--- src/rtl/arith_fsm_if.sv ---
// arith_fsm_if: go/busy/done handshake and operand/result bundle for arith_fsm
interface arith_fsm_if #(parameter int WIDTH = 6);
    logic             go;
    logic [1:0]       op;
    logic [WIDTH-1:0] a;
    logic [WIDTH-1:0] b;
    logic             busy;
    logic             done;
    logic [WIDTH-1:0] result;
    logic [WIDTH-1:0] result_hi;
    logic             carry;
    logic             err;
    modport master (output go, op, a, b, input busy, done, result, result_hi, carry, err);
    modport slave  (input go, op, a, b, output busy, done, result, result_hi, carry, err);
endinterface

--- src/rtl/arith_fsm.sv ---
// arith_fsm: multi-cycle ADD/SUB/shift-add MUL unit; ARITH_FSM_DIV_EN adds restoring DIV on op=3
module arith_fsm #(
    parameter int WIDTH = 6,
    parameter int CNT_W = 6
) (
    input logic        CLK,
    input logic        reset_n,
    arith_fsm_if.slave bus
);
    typedef enum logic [1:0] {IDLE, EXEC, DONE} state_t;

    state_t             state_q, state_d;
    logic [CNT_W-1:0]   cnt_q, cnt_d;
    logic [1:0]         op_q, op_d;
    logic [WIDTH-1:0]   a_q, a_d, b_q, b_d;
    logic [WIDTH-1:0]   res_q, res_d, hi_q, hi_d;
    logic               carry_q, carry_d, err_q, err_d;
    logic [2*WIDTH-1:0] acc_q, acc_d, step;
    logic [WIDTH:0]     add_sum, mul_sum;
    logic               iter, last;

    assign add_sum = {1'b0, a_q} + {1'b0, b_q};
    assign mul_sum = {1'b0, acc_q[2*WIDTH-1:WIDTH]} + {1'b0, (acc_q[0] ? a_q : {WIDTH{1'b0}})};
    assign last    = cnt_q == CNT_W'(WIDTH - 1);

`ifdef ARITH_FSM_DIV_EN
    logic [WIDTH:0]   div_t;
    logic [WIDTH-1:0] div_rem;
    logic             div_ge;
    // Restoring step: shift the next dividend bit into the partial remainder, subtract b if it fits
    assign div_t   = {acc_q[2*WIDTH-1:WIDTH], acc_q[WIDTH-1]};
    assign div_ge  = div_t >= {1'b0, b_q};
    assign div_rem = div_t[WIDTH-1:0] - b_q;
    assign iter    = op_q[1];
    assign step    = op_q[0] ? {(div_ge ? div_rem : div_t[WIDTH-1:0]), acc_q[WIDTH-2:0], div_ge}
                             : {mul_sum, acc_q[WIDTH-1:1]};
`else
    assign iter    = op_q == 2'd2;
    assign step    = {mul_sum, acc_q[WIDTH-1:1]};
`endif

    assign bus.busy      = state_q != IDLE;
    assign bus.done      = state_q == DONE;
    assign bus.result    = res_q;
    assign bus.result_hi = hi_q;
    assign bus.carry     = carry_q;
    assign bus.err       = err_q;

    // State, latched operands, accumulator and held results; reset abandons any operation
    always_ff @(posedge CLK or negedge reset_n) begin
        if (!reset_n) begin
            state_q <= IDLE;
            cnt_q   <= '0;
            op_q    <= '0;
            a_q     <= '0;
            b_q     <= '0;
            acc_q   <= '0;
            res_q   <= '0;
            hi_q    <= '0;
            carry_q <= 1'b0;
            err_q   <= 1'b0;
        end else begin
            state_q <= state_d;
            cnt_q   <= cnt_d;
            op_q    <= op_d;
            a_q     <= a_d;
            b_q     <= b_d;
            acc_q   <= acc_d;
            res_q   <= res_d;
            hi_q    <= hi_d;
            carry_q <= carry_d;
            err_q   <= err_d;
        end
    end

    // Next state: accept in IDLE, iterate or finish in EXEC, results load only on DONE entry
    always_comb begin
        state_d = state_q;
        cnt_d   = cnt_q;
        op_d    = op_q;
        a_d     = a_q;
        b_d     = b_q;
        acc_d   = acc_q;
        res_d   = res_q;
        hi_d    = hi_q;
        carry_d = carry_q;
        err_d   = err_q;
        case (state_q)
            IDLE: if (bus.go) begin
                state_d = EXEC;
                op_d    = bus.op;
                a_d     = bus.a;
                b_d     = bus.b;
                cnt_d   = '0;
                acc_d   = {{WIDTH{1'b0}}, (bus.op == 2'd3 ? bus.a : bus.b)};
            end
            EXEC: if (iter) begin
                acc_d = step;
                cnt_d = cnt_q + CNT_W'(1);
                if (last) begin
                    state_d      = DONE;
                    {hi_d, res_d} = step;
                    carry_d      = 1'b0;
                    err_d        = op_q[0] && b_q == '0;
                end
            end else begin
                state_d = DONE;
                hi_d    = '0;
                res_d   = op_q == 2'd0 ? add_sum[WIDTH-1:0] : op_q == 2'd1 ? a_q - b_q : '0;
                carry_d = op_q == 2'd0 ? add_sum[WIDTH] : op_q == 2'd1 && a_q < b_q;
                err_d   = op_q[1];
            end
            DONE: state_d = IDLE;
            default: state_d = IDLE;
        endcase
    end
endmodule

--- src/flat_wrapper.sv ---
// flat-port wrapper written by rule: the top's interface ports become plain ports
module arith_fsm_flat 
#(
    parameter int WIDTH = 6,
    parameter int CNT_W = 6
)
  (CLK, reset_n, bus_go, bus_op, bus_a, bus_b, bus_busy, bus_done, bus_result, bus_result_hi, bus_carry, bus_err);
  arith_fsm_if #(.WIDTH(WIDTH)) bus_i ();
  input logic CLK;
  input logic reset_n;
  input wire logic [$bits(bus_i.go)-1:0] bus_go;
  input wire logic [$bits(bus_i.op)-1:0] bus_op;
  input wire logic [$bits(bus_i.a)-1:0] bus_a;
  input wire logic [$bits(bus_i.b)-1:0] bus_b;
  output wire logic [$bits(bus_i.busy)-1:0] bus_busy;
  output wire logic [$bits(bus_i.done)-1:0] bus_done;
  output wire logic [$bits(bus_i.result)-1:0] bus_result;
  output wire logic [$bits(bus_i.result_hi)-1:0] bus_result_hi;
  output wire logic [$bits(bus_i.carry)-1:0] bus_carry;
  output wire logic [$bits(bus_i.err)-1:0] bus_err;
  assign bus_i.go = bus_go;
  assign bus_i.op = bus_op;
  assign bus_i.a = bus_a;
  assign bus_i.b = bus_b;
  assign bus_busy = bus_i.busy;
  assign bus_done = bus_i.done;
  assign bus_result = bus_i.result;
  assign bus_result_hi = bus_i.result_hi;
  assign bus_carry = bus_i.carry;
  assign bus_err = bus_i.err;
  arith_fsm #(.WIDTH(WIDTH), .CNT_W(CNT_W)) u_core (.CLK(CLK), .reset_n(reset_n), .bus(bus_i));
endmodule
--- config.mk ---
export PLATFORM = sky130hd
export DESIGN_NAME = arith_fsm_flat
export DESIGN_NICKNAME = d
export VERILOG_FILES = /design/src/rtl/arith_fsm_if.sv /design/src/rtl/arith_fsm.sv /design/src/flat_wrapper.sv
export SDC_FILE = /design/constraint.sdc
export NUM_CORES = 1
export LEC_CHECK = 0
export BUFFER_PORTS_ARGS = -buffer_cell sky130_fd_sc_hd__clkbuf_2
export CAP_MARGIN = 20
export CORE_ASPECT_RATIO = 1.5
export CORE_MARGIN = 2
export CORE_UTILIZATION = 65
export CTS_BUF_LIST = sky130_fd_sc_hd__clkbuf_2 sky130_fd_sc_hd__clkbuf_4 sky130_fd_sc_hd__clkbuf_8
export DETAILED_ROUTE_END_ITERATION = 16
export PLACE_DENSITY = 0.87
export SLEW_MARGIN = 20
export SYNTH_ARGS = -nofsm -noshare
export SYNTH_HDL_FRONTEND = slang
export SYNTH_SLANG_ARGS = --single-unit
--- constraint.sdc ---
create_clock -name CLK -period 3.15 [get_ports CLK]
set_input_delay 0.63 -clock CLK [delete_from_list [all_inputs] [get_ports CLK]]
set_output_delay 0.63 -clock CLK [all_outputs]
set_load 0.05 [all_outputs]
==> out/qor_table.md, run 1 <==
| Stage | Parameter | This run |
|---|---|---|
| outcome | Result of the run | finished clean |
| sta | Highest Clock Rate | 440.9 MHz |
| setup path | Critical path required time | 3.41 ns |
| routing | Total iterations of the first detailed-routing run | 4 |
| routing | Vias per cell | 6.293 |
| setup path | Worst-path cell chain | inv_1 -> ha_1 -> or3b_4 -> a31oi_4 -> mux2_1 -> a2111oi_0 -> or3_1 |
| sta | TNS Setup | 0 ns |
| setup path | Setup slack, reg-to-reg | 0.88 ns |
| clocking | Total number of H-tree levels | 2 |
| clocking | Hold-fix buffers, CTS | 0 |
| clocking | Clock latency at the later pin of the worst-skew pair | 0.32 ns |
| setup path | Peak per-stage delay on the critical path | 0.45 ns |
| sta | Clock tree skew after final layout | 0.006769 ns |
| setup path | Critical setup path kind | flop to flop |
| clocking | Clock transition at the registers of the reported paths | 0.10 ns |
| synth | Yosys cell types | 39 |
| cells and area | Net total in the final layout | 382 |
| cells and area | Share of final-layout standard cells stronger than drive strength 1 | 0.1574 |
| synth | Leading area contributor after synthesis | dfrtp_1 |
| cells and area | Growth of design area from synthesis to finish | 10.13% |
| clocking | Clock Root Buffer | clkbuf_8 |
| synth | Sequential-to-total area share from yosys stat | 0.4211 |
| sta | Number of endpoints failing setup at the final stage | 0 |
| clocking | Num CTS Buffers | 5 |
| pwr | Post-layout power | 0.003420 W |
| global routing | Gr usage total | 0.3076 |
| cells and area | Final standard cell utilization of the core | 0.7464 |
| routing | Length of routed wiring on met1 | 2511 µm |
| global routing | Remaining Overflow, GRT | 0 |
| global routing | Pin count of the biggest net entering global routing | 49 |
| setup path | Arrival time at the worst endpoint | 2.53 ns |
| routing | Detailed-routed wire length on met2 | 3487 µm |
| floorplan | Overall die area | 4945 µm² |
| routing | DRC violations left | 0 |
| pwr | Worst vdd ir | 0.0008597 V |
| sta | Final period demand of the worst path | 2.268 ns |
| clocking | Number of sinks driven by the clock tree | 48 |
| global routing | Wire length of the first global-routing pass | 11570 µm |
| cells and area | Diode insertion count for antenna repair | 0 |
| synth | Count of flip-flops with a built-in enable after synthesis | 0 |
| sta | PnR worst setup slack | 0.8821 ns |
| floorplan | Core ar. | 4209 µm² |
| synth | Synthesized netlist net count | 352 |
| cells and area | Final cell count without fillers | 389 |
| global routing | Vias in the first global route | 2535 |
| floorplan | Chip Height | 85.14 µm |
| sta | Measured slew at the worst slew-check pin | 0.6605 ns |
| setup path | Cell with the largest stage delay on the worst path | or3b_4 |
| synth | Most frequently used flop master after synthesis | dfrtp_1 |
| synth | Synth area leaders | dfrtp_1, ha_1, a21oi_1 |
| synth | Area share of the largest cell type after synthesis | 0.4211 |
| sta | Setup repair after global routing missed its margin | no |
| clocking | Number of setup buffers added after CTS | 0 |
| synth | Number of instances in the synthesized netlist | 312 |
| routing | Top layer used by detailed routing | met4 |
| routing | Length of routed met3 wiring | 346 µm |
| floorplan | Initial Utilization | 0.6778 |
| setup path | Type of destination of the critical path | flop |
| setup path | Critical path launch point type | flop |
| global routing | Antenna violations before repair | 0 |
| placement | Port-buffer cells | 32 |
| routing | Post-route antenna net violation count | 0 |
| sta | Max-Slew Margin vs Limit | 0.5597 |
| floorplan | IO Pins | 33 |
| pwr | P per Cell Area | 1089 nW/µm² |
| sta | Max Slew Vio Count | 0 |
| synth | Flip-flop and latch count after synthesis | 48 |
| flow run | Number of maximum-capacitance constraint violations | 0 |
| floorplan | Number of placement rows | 29 |
| placement | GPL Wtd Cong | 0.9493 |
| routing | Routed WL | 6806 µm |
| placement | Half-perimeter wire length after placement | 5200 µm |
| floorplan | Die Width | 58.09 µm |
| clocking | Clock tree from TritonCTS | built |
| routing | Via total after detailed routing | 2448 |
| min path | Hold/Removal Path Class | input pin to async pin |
| synth | Total of warnings raised by yosys | 0 |
| synth | Share of async-settable or async-resettable flops after synthesis | 1.000 |
| setup path | Maximum fanout count along the critical path | 7 |
| routing | Wire per inst | 17.50 µm |
| placement | Total placed cells including tap cells | 381 |
| routing | Detailed router's first-iteration violation count | 99 |
| sta | Final worst-path cycle share | 0.7200 |
| cells and area | Fill cell total of the finished layout | 311 |
| sta | Number of hold violations in the final report | 0 |
| placement | Pre-CTS setup slack | 0.9262 ns |
| synth | Per-instance average area after synthesis | 9.143 µm² |
| clocking | Clock Path Buffers | 2 |
| pwr | LEAKAGE | 1.484 nW |
| synth | Summed instance area of the synthesized netlist | 2853 µm² |
| clocking | Post-CTS Resized | 0 |
## synth_stat cells, types with 2 or more instances
library cell	count
a21o_1	2
nor3_1	7
nor2b_1	7
a22o_1	10
nand2b_1	9
o22ai_1	2
mux2_2	7
nor2_1	20
xnor2_1	4
ha_1	20
dfrtp_1	48
nand3b_1	3
clkbuf_1	11
a21oi_1	28
xor2_1	4
fa_1	3
or3_1	3
a211oi_1	2
o21ai_0	27
inv_1	20
nand3_1	9
nand2_1	35
a31oi_1	4
nand4_1	2
and2_1	5
buf_2	2
mux2i_1	2
o31ai_1	5
## power breakdown
part	switching, W	internal (W)
combinational	0.00125	0.000710
clock	0.000229	0.000157
sequential	0.000239	0.000836
total	0.00172	0.00170
## layer usage
| metal | up-vias | GRT usage |
|---|---|---|
| met5 | - | 0 |
| met4 | 0 | 0.2051 |
| met3 | 43 | 0.05488 |
| met2 | 103 | 0.5196 |
| met1 | 1159 | 0.3451 |
| li1 | 1143 | - |
## sequential cells by signal, summed over array words and instances (netlist names)
name                  cells
u_core.bus.carry          1
u_core.bus.result         6
u_core.a_q                6
u_core.op_q               2
u_core.acc_q             12
u_core.bus.err            1
u_core.b_q                6
u_core.cnt_q              6
u_core.bus.result_hi      6
u_core.state_q            2
## critical path: cells and delay by family, from the launching register on
family	cells	cell delay (ns)
AO/OA/AOI/OAI	2	0.44
AND/OR/NAND/NOR	2	0.61
adder cells (fa/ha/maj)	1	0.40
flip-flops	1	0.36
multiplexers	1	0.34
buffers and inverters	1	0.06
## stage by stage
step	cell area, µm²	hold WS, ns
after floorplan	2853	0.3344
after global placement	3049	0.4647
after detailed placement	3049	0.4651
after CTS	3142	0.4215
after global routing	3142	0.4639
final	3142	0.3883
## cell families (layout without fill, tap and decap cells)
| logic type | after synthesis | in the layout | share of synthesized area |
|---|---|---|---|
| buffers and inverters | 33 | 64 | 0.04430 |
| adder cells (fa/ha/maj) | 23 | 23 | 0.1088 |
| flip-flops | 48 | 48 | 0.4211 |
| XOR/XNOR | 8 | 8 | 0.02456 |
| AO/OA/AOI/OAI | 87 | 87 | 0.1882 |
| AND/OR/NAND/NOR | 103 | 103 | 0.1746 |
| multiplexers | 10 | 10 | 0.03860 |
## area by class of cell
type | instances | area, µm² | share of cell area
clock buffer | 5 | 68.82 | 0.02190
clock inverter | 3 | 23.77 | 0.007567
inverter | 20 | 75.07 | 0.02389
multi-input combinational | 231 | 1525 | 0.4855
sequential | 48 | 1201 | 0.3823
tap | 46 | 57.56 | 0.01832
timing repair buffer | 36 | 190.2 | 0.06053
## final timing paths
check | start | endpoint | depth (start not counted)
max | u_core.b_q[2] | u_core.bus.result[5] | 7
min | reset_n | u_core.bus.result[2] | 2
max reg2reg | u_core.b_q[2] | u_core.bus.result[5] | 7
min reg2reg | u_core.bus.result_hi[0] | u_core.bus.result_hi[0] | 2
max in group asynchronous | reset_n | u_core.b_q[5] | 2
min in group CLK | u_core.bus.result_hi[0] | u_core.bus.result_hi[0] | 2
## cells in the final DEF (no fill, tap or decap), types with 5 or more instances in the layout
cell | Yosys | final
a21oi_1 | 28 | 28
a22o_1 | 10 | 10
and2_1 | 5 | 5
clkbuf_2 | 0 | 32
clkbuf_8 | 0 | 5
dfrtp_1 | 48 | 48
ha_1 | 20 | 20
inv_1 | 20 | 20
mux2_2 | 7 | 7
nand2_1 | 35 | 35
nand2b_1 | 9 | 9
nand3_1 | 9 | 9
nor2_1 | 20 | 20
nor2b_1 | 7 | 7
nor3_1 | 7 | 7
o21ai_0 | 27 | 27
o31ai_1 | 5 | 5
Note: power is estimated with default switching activity, not from simulation.
==> run 2, diff against run 1 <==
- CORE_UTILIZATION: 65 -> 61
- PLACE_DENSITY: 0.87 -> 0.83
- clock period: 3.15 -> 2.2 ns (I/O delays scaled with it)
==> out/qor_table.md, run 2 (synthesis gave the netlist of run 1 again) <==
| Stage | Parameter | This run |
|---|---|---|
| global routing | Pin count of the biggest net entering global routing | 49 |
| sta | Clock tree skew after final layout | 0.007310 ns |
| cells and area | Most flop-heavy register | u_core.acc_q |
| cells and area | Final cell area excluding filler cells | 3216 µm² |
| cells and area | Commonest non-fill, non-tap cell in the layout | dfrtp_1 |
| clocking | Clock latency at the later pin of the worst-skew pair | 0.30 ns |
| floorplan | Overall die area | 5251 µm² |
| setup path | Peak per-stage delay on the critical path | 0.40 ns |
| routing | Vias per cell | 6.263 |
| placement | Total placed cells including tap cells | 392 |
| flow run | Number of maximum-capacitance constraint violations | 0 |
| pwr | P per Cell Area | 1561 nW/µm² |
| setup path | Critical setup path kind | flop to flop |
| setup path | End of the worst register-to-register path | u_core.bus.result[5] |
| sta | Number of endpoints failing setup at the final stage | 0 |
| pwr | Worst vdd ir | 0.0008424 V |
| routing | Routed WL | 7076 µm |
| sta | Final worst-path cycle share | 0.9596 |
| clocking | Clock Path Buffers | 2 |
| placement | GPL Wtd Cong | 0.9741 |
| outcome | Result of the run | finished clean |
| pwr | LEAKAGE | 1.534 nW |
| setup path | Type of destination of the critical path | flop |
| setup path | Critical path launch point type | flop |
| pwr | Power share of the clock group | 0.103 |
| routing | Post-route antenna net violation count | 0 |
| cells and area | Final cell count without fillers | 399 |
| global routing | Gr usage total | 0.2968 |
| floorplan | Chip Height | 87.76 µm |
| sta | Final period demand of the worst path | 2.111 ns |
| clocking | Clock transition at the registers of the reported paths | 0.09 ns |
| clocking | Clock tree from TritonCTS | built |
| global routing | Antenna violations before repair | 0 |
| setup path | Critical path required time | 2.45 ns |
| setup path | Worst-path cell chain | inv_1 -> ha_1 -> or3b_4 -> a31oi_4 -> mux2_1 -> a2111oi_2 -> or3_1 |
| floorplan | Die Width | 59.84 µm |
| routing | Total iterations of the first detailed-routing run | 4 |
| setup path | Arrival time at the worst endpoint | 2.36 ns |
| pwr | Part of the power in combinational logic | 0.593 |
| pwr | Design internal power | 0.002548 W |
| cells and area | Share of final-layout standard cells stronger than drive strength 1 | 0.1852 |
| routing | Wire per inst | 17.73 µm |
| cells and area | Diode insertion count for antenna repair | 0 |
| placement | Half-perimeter wire length after placement | 5392 µm |
| setup path | Setup slack, reg-to-reg | 0.09 ns |
| pwr | Post-layout power | 0.005018 W |
| pwr | Switching portion of total power | 0.4922 |
| global routing | Vias in the first global route | 2499 |
| global routing | Wire length of the first global-routing pass | 11650 µm |
| global routing | Remaining Overflow, GRT | 0 |
| routing | Detailed router's first-iteration violation count | 197 |
| routing | Via total after detailed routing | 2499 |
| sta | Number of hold violations in the final report | 0 |
| cells and area | Growth of design area from synthesis to finish | 12.72% |
| placement | Area post-placement | 3119 µm² |
| sta | Max Slew Vio Count | 0 |
| setup path | Depth of the worst register-to-register path | 7 |
| floorplan | IO Pins | 33 |
| floorplan | Number of placement rows | 30 |
| clocking | Number of setup buffers added after CTS | 0 |
| cells and area | Commonest cells after routing, fill and taps aside | dfrtp_1, nand2_1, clkbuf_2, o21ai_0, a21oi_1 |
| clocking | Num CTS Buffers | 5 |
| floorplan | Initial Utilization | 0.6333 |
| routing | DRC violations left | 0 |
| clocking | Number of sinks driven by the clock tree | 48 |
| pwr | Fraction of power consumed by sequential logic | 0.304 |
| sta | Measured slew at the worst slew-check pin | 0.5953 ns |
| placement | Port-buffer cells | 32 |
| sta | Highest Clock Rate | 473.7 MHz |
| min path | Hold/Removal Path Class | input pin to async pin |
| clocking | Total number of H-tree levels | 2 |
| pwr | Switching power summed over all nets | 0.002470 W |
| setup path | Maximum fanout count along the critical path | 2 |
| cells and area | Net total in the final layout | 391 |
| clocking | Clock Root Buffer | clkbuf_8 |
| setup path | Cell with the largest stage delay on the worst path | or3b_4 |
| sta | PnR worst setup slack | 0.08882 ns |
| placement | Pre-CTS setup slack | 0.004783 ns |
| setup path | Worst reg2reg startpoint | u_core.b_q[1] |
| sta | Setup repair after global routing missed its margin | no |
| cells and area | Max reg flops | 12 |
| sta | TNS Setup | 0 ns |
| sta | Max-Slew Margin vs Limit | 0.6031 |
| floorplan | Core ar. | 4504 µm² |
-- run 2: area by class of cell --
class,count,area [µm²]
multi-input cells,231,1540
fillers,363,1289
flip-flops and latches,48,1201
repair buffers,45,257.7
clock buffers,6,76.32
inverters,20,75.07
well taps,48,60.06
clock inverters,1,5.005
-- run 2: how the worst max path moves through the flow --
stage                       start                    to  slack [ns]  depth (start not counted)
finish              u_core.b_q[1]  u_core.bus.result[5]        0.09                          7
global route        u_core.b_q[1]  u_core.bus.result[5]       0.006                          7
CTS                 u_core.b_q[1]  u_core.bus.result[5]        0.02                          7
detailed placement  u_core.b_q[1]  u_core.bus.result[5]       0.005                          7
global placement    u_core.b_q[2]  u_core.bus.result[5]        0.16                          7
floorplan           u_core.a_q[2]  u_core.bus.result[5]        0.12                          6
-- run 2: what timing repair did --
action,in CTS,in global routing
pin swaps,0,1
resized for setup,1,3
hold buffers,0,0
endpoints found under the setup margin,1,5
-- run 2: routing by layer --
metal	track usage	wire length [µm]	vias up
met5	0	0	-
met4	0.1859	402	0
met3	0.04874	340	40
met2	0.5128	3779	111
met1	0.3286	2553	1191
li1	-	-	1157
-- run 2: power by group through the flow --
stage,Combinational (W),Sequential [W],Clock [W]
after floorplan,0.00191,0.00163,0
after global placement,0.00278,0.00151,0
after detailed placement,0.00287,0.00152,0
after CTS,0.00288,0.00151,0.000523
after global routing,0.00327,0.00155,0.000561
final,0.00298,0.00152,0.000517
-- run 2: critical path: cells and delay by family, from the launching register on --
kind	cells	cell delay (ns)
buf+inv	1	0.06
compound gates	2	0.39
flops	1	0.37
mux	1	0.36
simple gates	2	0.56
fa+ha+maj	1	0.32
-- run 2: metrics by stage --
step                      utilization  hold slack, ns
after floorplan                     -          0.1444
after global placement         0.6925          0.4635
after detailed placement       0.6925          0.4718
after CTS                      0.7108          0.2556
after global routing           0.7139          0.2843
final                          0.7139          0.2294
